**src/rtl/regfile_pkg.sv**
```systemverilog
// ============================================================================
// Module : regfile_pkg
// Brief  : Shared width defaults and busy-vector sizing for the scoreboard RF.
// Rev    : 1.0  initial release
// ============================================================================
`default_nettype none

package regfile_pkg;

    localparam int DATA_DEF = 32;
    localparam int ADDR_DEF = 5;

    function automatic int busy_width(input int addr_w);
        return 1 << addr_w;
    endfunction

    localparam int BUSY_W = busy_width(ADDR_DEF);

endpackage

`default_nettype wire

```
**src/rtl/regfile_sb_busy.sv**
```systemverilog
// ============================================================================
// Module : regfile_sb_busy
// Brief  : Per-register busy bits (set on issue, cleared on write) + popcount.
// Rev    : 1.0  initial release
// ============================================================================
`default_nettype none

module regfile_sb_busy
    import regfile_pkg::*;
#(
    parameter int ADDR     = ADDR_DEF,
    parameter int WRITE    = 2,
    parameter int ISSUE    = 2,
    parameter bit ZERO_REG = 1'b0
) (
    input  logic                         clk,
    input  logic                         reset_,
    input  logic [WRITE-1:0][ADDR-1:0]   waddr,
    input  logic [WRITE-1:0]             we_,
    input  logic [ISSUE-1:0][ADDR-1:0]   set_addr,
    input  logic [ISSUE-1:0]             set_,
    input  logic                         flush_,
    output logic [busy_width(ADDR)-1:0]  busy,
    output logic [ADDR:0]                busy_cnt
);

    localparam int DEPTH = busy_width(ADDR);
    localparam int CNT_W = ADDR + 1;

    logic [DEPTH-1:0] r_busy;
    logic [DEPTH-1:0] w_next;
    logic [CNT_W-1:0] r_cnt;
    logic [CNT_W-1:0] w_cnt;

    // Sets are applied after clears so a same-cycle set wins; flush overrides both.
    always_comb begin
        w_next = r_busy;
        for (int j = 0; j < WRITE; j++) begin
            if (!we_[j]) begin
                w_next[waddr[j]] = 1'b0;
            end
        end
        for (int k = 0; k < ISSUE; k++) begin
            if (!set_[k]) begin
                w_next[set_addr[k]] = 1'b1;
            end
        end
        if (ZERO_REG) begin
            w_next[0] = 1'b0;
        end
        if (!flush_) begin
            w_next = '0;
        end
        w_cnt = '0;
        for (int a = 0; a < DEPTH; a++) begin
            w_cnt = w_cnt + CNT_W'(w_next[a]);
        end
    end

    always_ff @(posedge clk or negedge reset_) begin
        if (!reset_) begin
            r_busy <= '0;
            r_cnt  <= '0;
        end else begin
            r_busy <= w_next;
            r_cnt  <= w_cnt;
        end
    end

    assign busy     = r_busy;
    assign busy_cnt = r_cnt;

endmodule

`default_nettype wire

```
**src/rtl/regfile_sb.sv**
```systemverilog
// ============================================================================
// Module : regfile_sb
// Brief  : Multi-port register file with write bypass and busy scoreboard.
// Rev    : 1.0  initial release
// ============================================================================
`default_nettype none

module regfile_sb
    import regfile_pkg::*;
#(
    parameter int DATA     = DATA_DEF,
    parameter int ADDR     = ADDR_DEF,
    parameter int READ     = 4,
    parameter int WRITE    = 2,
    parameter int ISSUE    = 2,
    parameter bit ZERO_REG = 1'b0,
    parameter bit BYPASS   = 1'b1
) (
    input  logic                         clk,
    input  logic                         reset_,
    input  logic [READ-1:0][ADDR-1:0]    raddr,
    output logic [READ-1:0][DATA-1:0]    rdata,
    output logic [READ-1:0]              rbusy,
    input  logic [WRITE-1:0][ADDR-1:0]   waddr,
    input  logic [WRITE-1:0]             we_,
    input  logic [WRITE-1:0][DATA-1:0]   wdata,
    input  logic [ISSUE-1:0][ADDR-1:0]   set_addr,
    input  logic [ISSUE-1:0]             set_,
    input  logic                         flush_,
    output logic [ADDR:0]                busy_cnt
);

    localparam int DEPTH = busy_width(ADDR);

    logic [DATA-1:0]  r_regs [DEPTH];
    logic [DEPTH-1:0] w_busy;

    regfile_sb_busy #(
        .ADDR     (ADDR),
        .WRITE    (WRITE),
        .ISSUE    (ISSUE),
        .ZERO_REG (ZERO_REG)
    ) u_busy (
        .clk      (clk),
        .reset_   (reset_),
        .waddr    (waddr),
        .we_      (we_),
        .set_addr (set_addr),
        .set_     (set_),
        .flush_   (flush_),
        .busy     (w_busy),
        .busy_cnt (busy_cnt)
    );

    // Later ports are assigned last, so the highest-index writer wins.
    always_ff @(posedge clk or negedge reset_) begin
        if (!reset_) begin
            for (int a = 0; a < DEPTH; a++) begin
                r_regs[a] <= '0;
            end
        end else begin
            for (int j = 0; j < WRITE; j++) begin
                if (!we_[j] && !(ZERO_REG && (waddr[j] == '0))) begin
                    r_regs[waddr[j]] <= wdata[j];
                end
            end
        end
    end

    for (genvar i = 0; i < READ; i++) begin : g_read
        logic [DATA-1:0] w_rd;
        logic            w_rb;

        always_comb begin
            w_rd = r_regs[raddr[i]];
            w_rb = w_busy[raddr[i]];
            if (BYPASS) begin
                for (int j = 0; j < WRITE; j++) begin
                    if (!we_[j] && (waddr[j] == raddr[i])) begin
                        w_rd = wdata[j];
                        w_rb = 1'b0;
                    end
                end
            end
            if (ZERO_REG && (raddr[i] == '0)) begin
                w_rd = '0;
                w_rb = 1'b0;
            end
            // Bypass is combinational, so reset must mask it explicitly.
            if (!reset_) begin
                w_rd = '0;
                w_rb = 1'b0;
            end
        end

        assign rdata[i] = w_rd;
        assign rbusy[i] = w_rb;
    end

endmodule

`default_nettype wire

```
**config.mk**
```make
export PLATFORM = sky130hd
export DESIGN_NAME = regfile_sb
export DESIGN_NICKNAME = d
export VERILOG_FILES = /design/src/rtl/regfile_pkg.sv /design/src/rtl/regfile_sb_busy.sv /design/src/rtl/regfile_sb.sv
export SDC_FILE = /design/constraint.sdc
export NUM_CORES = 2
export LEC_CHECK = 0
export BUFFER_PORTS_ARGS = -buffer_cell sky130_fd_sc_hd__buf_2
export CAP_MARGIN = 20
export CORE_MARGIN = 2
export CORE_UTILIZATION = 58
export DETAILED_ROUTE_END_ITERATION = 16
export PLACE_DENSITY = 0.75
export SETUP_SLACK_MARGIN = 0.02
export SLEW_MARGIN = 15
export SYNTH_ARGS = -nofsm -noshare
export SYNTH_HDL_FRONTEND = slang
export SYNTH_SLANG_ARGS = --single-unit
```
**constraint.sdc**
```tcl
create_clock -name clk -period 5.1 [get_ports clk]
set_clock_uncertainty 0.2 [all_clocks]
set_input_delay 0.765 -clock clk [delete_from_list [all_inputs] [get_ports clk]]
set_output_delay 0.765 -clock clk [all_outputs]
set_load 0.005 [all_outputs]
```
# == Yosys cells after proc, flatten, opt, wreduce, memory -nomap -nowiden ==
# Cells that the tools add are included.
# word_totals
wordCells,186
in_bits,111
reg_bits,1062
output_inout_bits,138
# classes
bitwise_logic,12
add_sub_neg,31
n_eq_ne,8
n_reduce_logical,16
magnitude_cmp,20
mux,65
# ops
cell,count
$bwmux W1024,2
$mux W1024,2
$mux W32,27
$bmux W32 S5,4
$demux W32 S5,2
$add A6 B1 Y6,30
$and A32 B32 Y32,2
$not A32 Y32,2
$or A32 B32 Y32,2
$lt A5 B6 Y1 const B,8
$eq A5 B5 Y1,8
$ge A6 B6 Y1 const B,6
$not A5 Y6,6
$bmux W1 S5,4
$demux W1 S5,4
$ge A5 B1 Y1 const B,4
$mux W1,20
$logic_and A1 B1 Y1,14
$lt A6 B1 Y1 const B,2
$add A1 B1 Y2,1
$logic_not A1 Y1,2

# == Depth between registers and ports, before layout ==
# logic_depth
ltp_word,45
ltp_mapped,25
ltp_nobuf,22

# == Cells and area by module ==
# A second synthesis with hierarchy kept.
# unflattened
hier_cells,8607
hier_area_um2,87950.6
# by_module_without_submodules
module,cells_per_inst,seq_area_each_um2,instances,area_per_inst_um2
regfile_sb,8300,25624.6,1,84742.5
regfile_sb_busy,307,950.9,1,3208.1

# == Worst setup path after synthesis ==
# OpenSTA, ideal clock, no wires.
# synth_timing
path_type,input port to flip-flop
from,input port waddr[9] (netlist name)
to,"register u_busy.r_cnt[4], in the netlist u_busy.busy_cnt[4]"
required_time_ns,4.777
slack_ns,-1.637
setup_ns,0.123
path_buffers,2
cell_stages,22
arrival_ns,6.414
path_cell_list,buf_4 -> or3_1 -> nor2_1 -> clkbuf_1 -> and3b_1 -> o21a_1 -> ha_1 -> inv_1 -> fa_1 -> inv_1 -> fa_1 -> fa_1 -> fa_1 -> fa_1 -> inv_1 -> fa_1 -> fa_1 -> fa_1 -> inv_1 -> a21o_1 -> a21oi_1 -> xnor2_1
# synth_via
elab_chain_cells,43
elab_cells_between_ends,44
cone_classes,add/sub (31); order compare (2); mux (6); bitwise (4); reduce/logical (1)
# synth_lines
item,line_no,source
from (decl),regfile_sb.sv:24,"input logic [WRITE-1:0][ADDR-1:0] waddr,"
$lt A5 B6 Y1 (implied by the code) or $ge A5 B1 Y1 (tied branches),regfile_sb_busy.sv:40,w_next[waddr[j]] = 1'b0;
$logic_and A1 B1 Y1 (implied by the code),regfile_sb_busy.sv:40,
$mux W1 (implied by the code),regfile_sb_busy.sv:40,
$demux W1 S5 (*),n/a,
$not A32 Y32 (no source line) (*),n/a,
$and A32 B32 Y32 (no source line) (*),n/a,
$mux W32 (*),regfile_sb_busy.sv:39,if (!we_[j]) begin
$or A32 B32 Y32 (no source line),n/a,
$mux W32 (*),regfile_sb_busy.sv:44,if (!set_[k]) begin
$or A32 B32 Y32 (no source line),n/a,
$mux W32 (*),regfile_sb_busy.sv:44,
$mux W32 (*),regfile_sb_busy.sv:51,if (!flush_) begin
named net u_busy.w_next[1],regfile_sb_busy.sv:31,logic [DEPTH-1:0] w_next;
$add A1 B1 Y2 (*),regfile_sb_busy.sv:56,w_cnt = w_cnt + CNT_W'(w_next[a]);
$add A6 B1 Y6 (*) (30 in a row),regfile_sb_busy.sv:56,
named net u_busy.w_cnt[4],regfile_sb_busy.sv:33,logic [CNT_W-1:0] w_cnt;
to (signal assigned),regfile_sb_busy.sv:66,r_cnt <= w_cnt;
to (decl),regfile_sb_busy.sv:32,logic [CNT_W-1:0] r_cnt;
# Mark *: on every way through the listed nets, which the timed path passes. The rest lies on a longest branch.

# == Worst setup path after layout ==
# layout_timing
from,input port waddr[9] (netlist name)
to,"register u_busy.r_cnt[4], in the netlist u_busy.busy_cnt[4]"
# layout_via
elab_chain_cells,43
elab_cells_between_ends,44
cone_classes,add/sub (31); order compare (2); mux (6); bitwise (4); reduce/logical (1)
# layout_lines
item,line_no
$lt A5 B6 Y1 (implied by the code) or $ge A5 B1 Y1 (tied branches),regfile_sb_busy.sv:40
$logic_and A1 B1 Y1 (implied by the code),regfile_sb_busy.sv:40
$mux W1 (implied by the code),regfile_sb_busy.sv:40
$demux W1 S5 (*),n/a
$not A32 Y32 (no source line) (*),n/a
$and A32 B32 Y32 (no source line) (*),n/a
$mux W32 (*),regfile_sb_busy.sv:39
$or A32 B32 Y32 (no source line),n/a
$mux W32 (*),regfile_sb_busy.sv:44
$or A32 B32 Y32 (no source line),n/a
$mux W32 (*),regfile_sb_busy.sv:44
$mux W32 (*),regfile_sb_busy.sv:51
$add A1 B1 Y2,regfile_sb_busy.sv:56
$add A6 B1 Y6 (29 in a row),regfile_sb_busy.sv:56
$add A6 B1 Y6 (*),regfile_sb_busy.sv:56
named net u_busy.w_cnt[4],regfile_sb_busy.sv:33
# Marked as above.

==> impl_metrics.ini <==
[outcome]
outcome = complete, but fails checks
failed_checks = setup timing

[power_and_ir_drop]
power.switching_mw = 11.6
internal-power_mw = 22.6
power_frac_clock_pct = 27.8
pwr_density_cell_mw_per_mm2 = 361
total_leakage_power_nw = 39.6
netSwitchingFraction_pct = 34.0
comb_power_share_pct = 33.2
seq_power_share_pct = 39.0
max_vdd_drop_mv = 0.344
totalPowerFinal_mw = 34.2

[placed_design]
count_of_input_and_output_buffers = 248
detailed_placer_s_ending_hpwl_microns = 201000
gp_congestion = 0.930

[sta]
grt_setup_unrepaired = true
max_freq_mhz = 172
final_number_of_max_transition_violations = 0
period_minus_slack_ns = 5.83
final_critical_path_setup_slack_ns = -0.726
finalSetupViolations = 7
min_period_over_period_pct = 114
hold_violations = 0
slew_headroom_pct = 13.6
tightestPinTransition_ns = 1.30

[worst_setup_path]
path_buf_inv = 6
crit_path_end_kind = flop
cp_common_cell = sky130_fd_sc_hd__fa_1
cpMaxStageDelayCell = sky130_fd_sc_hd__fa_1
cp_slowest_stage_delay_ns = 0.55
worst_path_maximum_fanout = 8
critPathRequiredTime_ns = 5.54
critPathArrivalTime_ns = 6.26
crit_chain = buf_6, buf_4, buf_4, nor2_1, nand2_1, o211ai_1, o221ai_1, nand2_1, fa_1, inv_1, fa_1, fa_1, fa_1, fa_1, inv_2, fa_1, fa_2, fa_2, inv_1, a21o_1, a21oi_2, xnor2_1
timing.critical_path.max_delay_family = adder cells
setup.worst_path.start_class = input port
timing_worst_setup_path_type = in -> reg

[synthesis]
post_synth_num_cell_types = 54
postSynthNetCount = 8162
netlist_area_sq_mm = 0.0870
yosysWarningCount = 0
synth_seq_cells = 1062
average_cell_area_after_synthesis_sq_um = 10.8
synth_edf_count = 0
most_used_flip_flop_cell_after_synthesis = sky130_fd_sc_hd__dfrtp_1
netlist_instances = 8019
ys_async_sr_fraction_pct = 100
synth-seq-area-share_pct = 30.6

[hold_path]
worst_hold_path_type = in -> reg

[global_routing]
grt_antenna_before_repair = 30
grt_pass1_vias = 75320
grt_overflow = 0
grt_util_all_layers_pct = 46.8
grt_max_degree = 155
wire_length_of_the_first_global_routing_pass_microns = 517000

[die]
die_height_microns = 391
fp_rows = 142
io_pins = 249
dieWidth_microns = 391
core_area_sq_mm = 0.149
initial_utilization_pct = 58.2
fp.dieArea_sq_mm = 0.153

[clock_tree]
tritoncts.num_buffers = 120
h_tree_depth = 3
cts.sinks = 1062
clk-insertion-delay-late_ns = 0.76
ctsLongestPathBuffers = 3
clk_transition_reported_paths_ns = 0.06
cts-root-buf = sky130_fd_sc_hd__clkbuf_16
clock_tree_from_tritoncts = done

[run]
timing.max_cap.violations = 0

[drt]
drt_iter0_drc = 14206
vias = 77486
post_drt_via_cell_ratio = 7.87
wirelength_microns = 360000
drcViolationCount = 0
postRouteAntennaNets = 0
wl_met3_microns = 64000
sum_of_routed_wire_segments_on_met1_microns = 113000
drtPass1Iterations = 9
detailroute.wirelength.met2_microns = 145000
route.top_layer_used = met5
routedWlPerCell_microns = 36.6

[cells_and_area]
filler_cell_count = 11491
multi_input_comb_area_sq_mm = 0.0563
final_util_pct = 63.4
sequential_cell_area_sq_mm = 0.0266
net_total_in_the_final_layout = 7852
area_growth_pct = 8.85
post_route_cells_drive_above_1_share_pct = 27.5
-- power groups by stage --
stage / combinational (mW) / clock [mW] / sequential, mW
2_1_floorplan: 8.62 / 0 / 12.4
3_3_place_gp: 10.7 / 0 / 12.9
3_5_place_dp: 11.1 / 0 / 13.2
4_1_cts: 11.1 / 9.45 / 13.1
5_1_grt: 12.0 / 9.80 / 13.6
6_report: 11.4 / 9.50 / 13.3
-- layer usage --
layer / global-route usage (%) / up-vias
met4: 38.3 / 28
li1: - / 29829
met2: 63.9 / 7782
met1: 56.2 / 37419
met5: 0.702 / -
met3: 21.7 / 2428
-- layout by cell type (no fill, tap or decap), drive strengths merged, types with 157 or more instances in the layout --
| master | count |
|---|---|
| nor2 | 664 |
| clkbuf | 171 |
| mux2i | 1159 |
| mux2 | 158 |
| mux4 | 1061 |
| a21oi | 613 |
| buf | 613 |
| a22oi | 157 |
| dfrtp | 1062 |
| nand2 | 775 |
| o21ai | 520 |
-- kinds of logic (layout without fill, tap and decap cells) --
kind of cell	Yosys count	in the layout	synth area share [%]
compound gates	1764	1764	12.2
buf+inv	1089	880	5.39
xor+xnor	43	43	0.433
mux	2378	2378	42.9
fa+ha+maj	32	32	0.667
simple gates	1651	1651	7.91
other cells	0	15	0
flops	1062	1062	30.6
-- cell usage after synthesis (45+ instances only) --
master	n	area share (%)
sky130_fd_sc_hd__mux4_2	1061	27
sky130_fd_sc_hd__clkbuf_1	579	2.5
sky130_fd_sc_hd__buf_4	45	0.39
sky130_fd_sc_hd__o21ai_0	520	3.0
sky130_fd_sc_hd__nor2b_1	105	0.76
sky130_fd_sc_hd__a31oi_1	66	0.47
sky130_fd_sc_hd__o221ai_1	140	1.4
sky130_fd_sc_hd__buf_1	112	0.48
sky130_fd_sc_hd__dfrtp_1	1062	31
sky130_fd_sc_hd__a211oi_1	98	0.85
sky130_fd_sc_hd__mux2_2	158	2.0
sky130_fd_sc_hd__a21oi_1	613	3.5
sky130_fd_sc_hd__buf_2	303	1.7
sky130_fd_sc_hd__a211o_1	65	0.65
sky130_fd_sc_hd__nor2_1	653	2.8
sky130_fd_sc_hd__nand2_1	775	3.3
sky130_fd_sc_hd__mux2i_1	1159	13
sky130_fd_sc_hd__a22oi_1	157	1.4
-- layout make-up --
| type | count | share of cell area [%] |
|---|---|---|
| diodes | 15 | 0.0396 |
| clock buffers | 171 | 3.74 |
| clock inverters | 52 | 0.727 |
| inverters | 43 | 0.176 |
| multi-input cells | 5868 | 59.5 |
| flip-flops and latches | 1062 | 28.1 |
| well taps | 2016 | 2.66 |
| repair buffers | 614 | 5.12 |
-- metrics by stage --
stage | area, sq um | worst slack [ns] | std cells | TNS (ns) | hold slack (ns)
after detailed placement | 90200 | -1.50 | 9595 | -7.67 | 0.382
after global placement | 90200 | -1.45 | 9594 | -7.46 | 0.367
after global routing | 94700 | -0.901 | 9831 | -4.27 | 0.179
after CTS | 94500 | -0.742 | 9822 | -3.13 | 0.125
after floorplan | 87100 | -1.30 | 8019 | -6.49 | 0.269
final | 94700 | -0.726 | 9841 | -3.25 | 0.167
-- what timing repair did --
action,in CTS,in global routing
endpoints found under the setup margin,6,6
pin swaps,2,2
buffers inserted,3,2
hold buffers,1,0
gates resized for setup,8,8
endpoints found under the hold margin,17,0
-- final timing paths --
kind                       depth (start not counted)                 end            from  slack, ns
max                                               22  u_busy.busy_cnt[4]        waddr[9]      -0.73
min                                                2      u_busy.busy[0]          flush_       0.17
max reg2reg                                       18  u_busy.busy_cnt[4]  u_busy.busy[1]      -0.46
min reg2reg                                        2         r_regs[117]     r_regs[117]       0.40
max in group asynchronous                          5         r_regs[273]          reset_       1.54
min in group asynchronous                          2  u_busy.busy_cnt[0]          reset_       0.28
-- registers in the layout, indices dropped and copies added, names as in the netlist --
name,flops
u_busy.busy,32
u_busy.busy_cnt,6
r_regs,1024
Power figures use the tool's default switching activity.
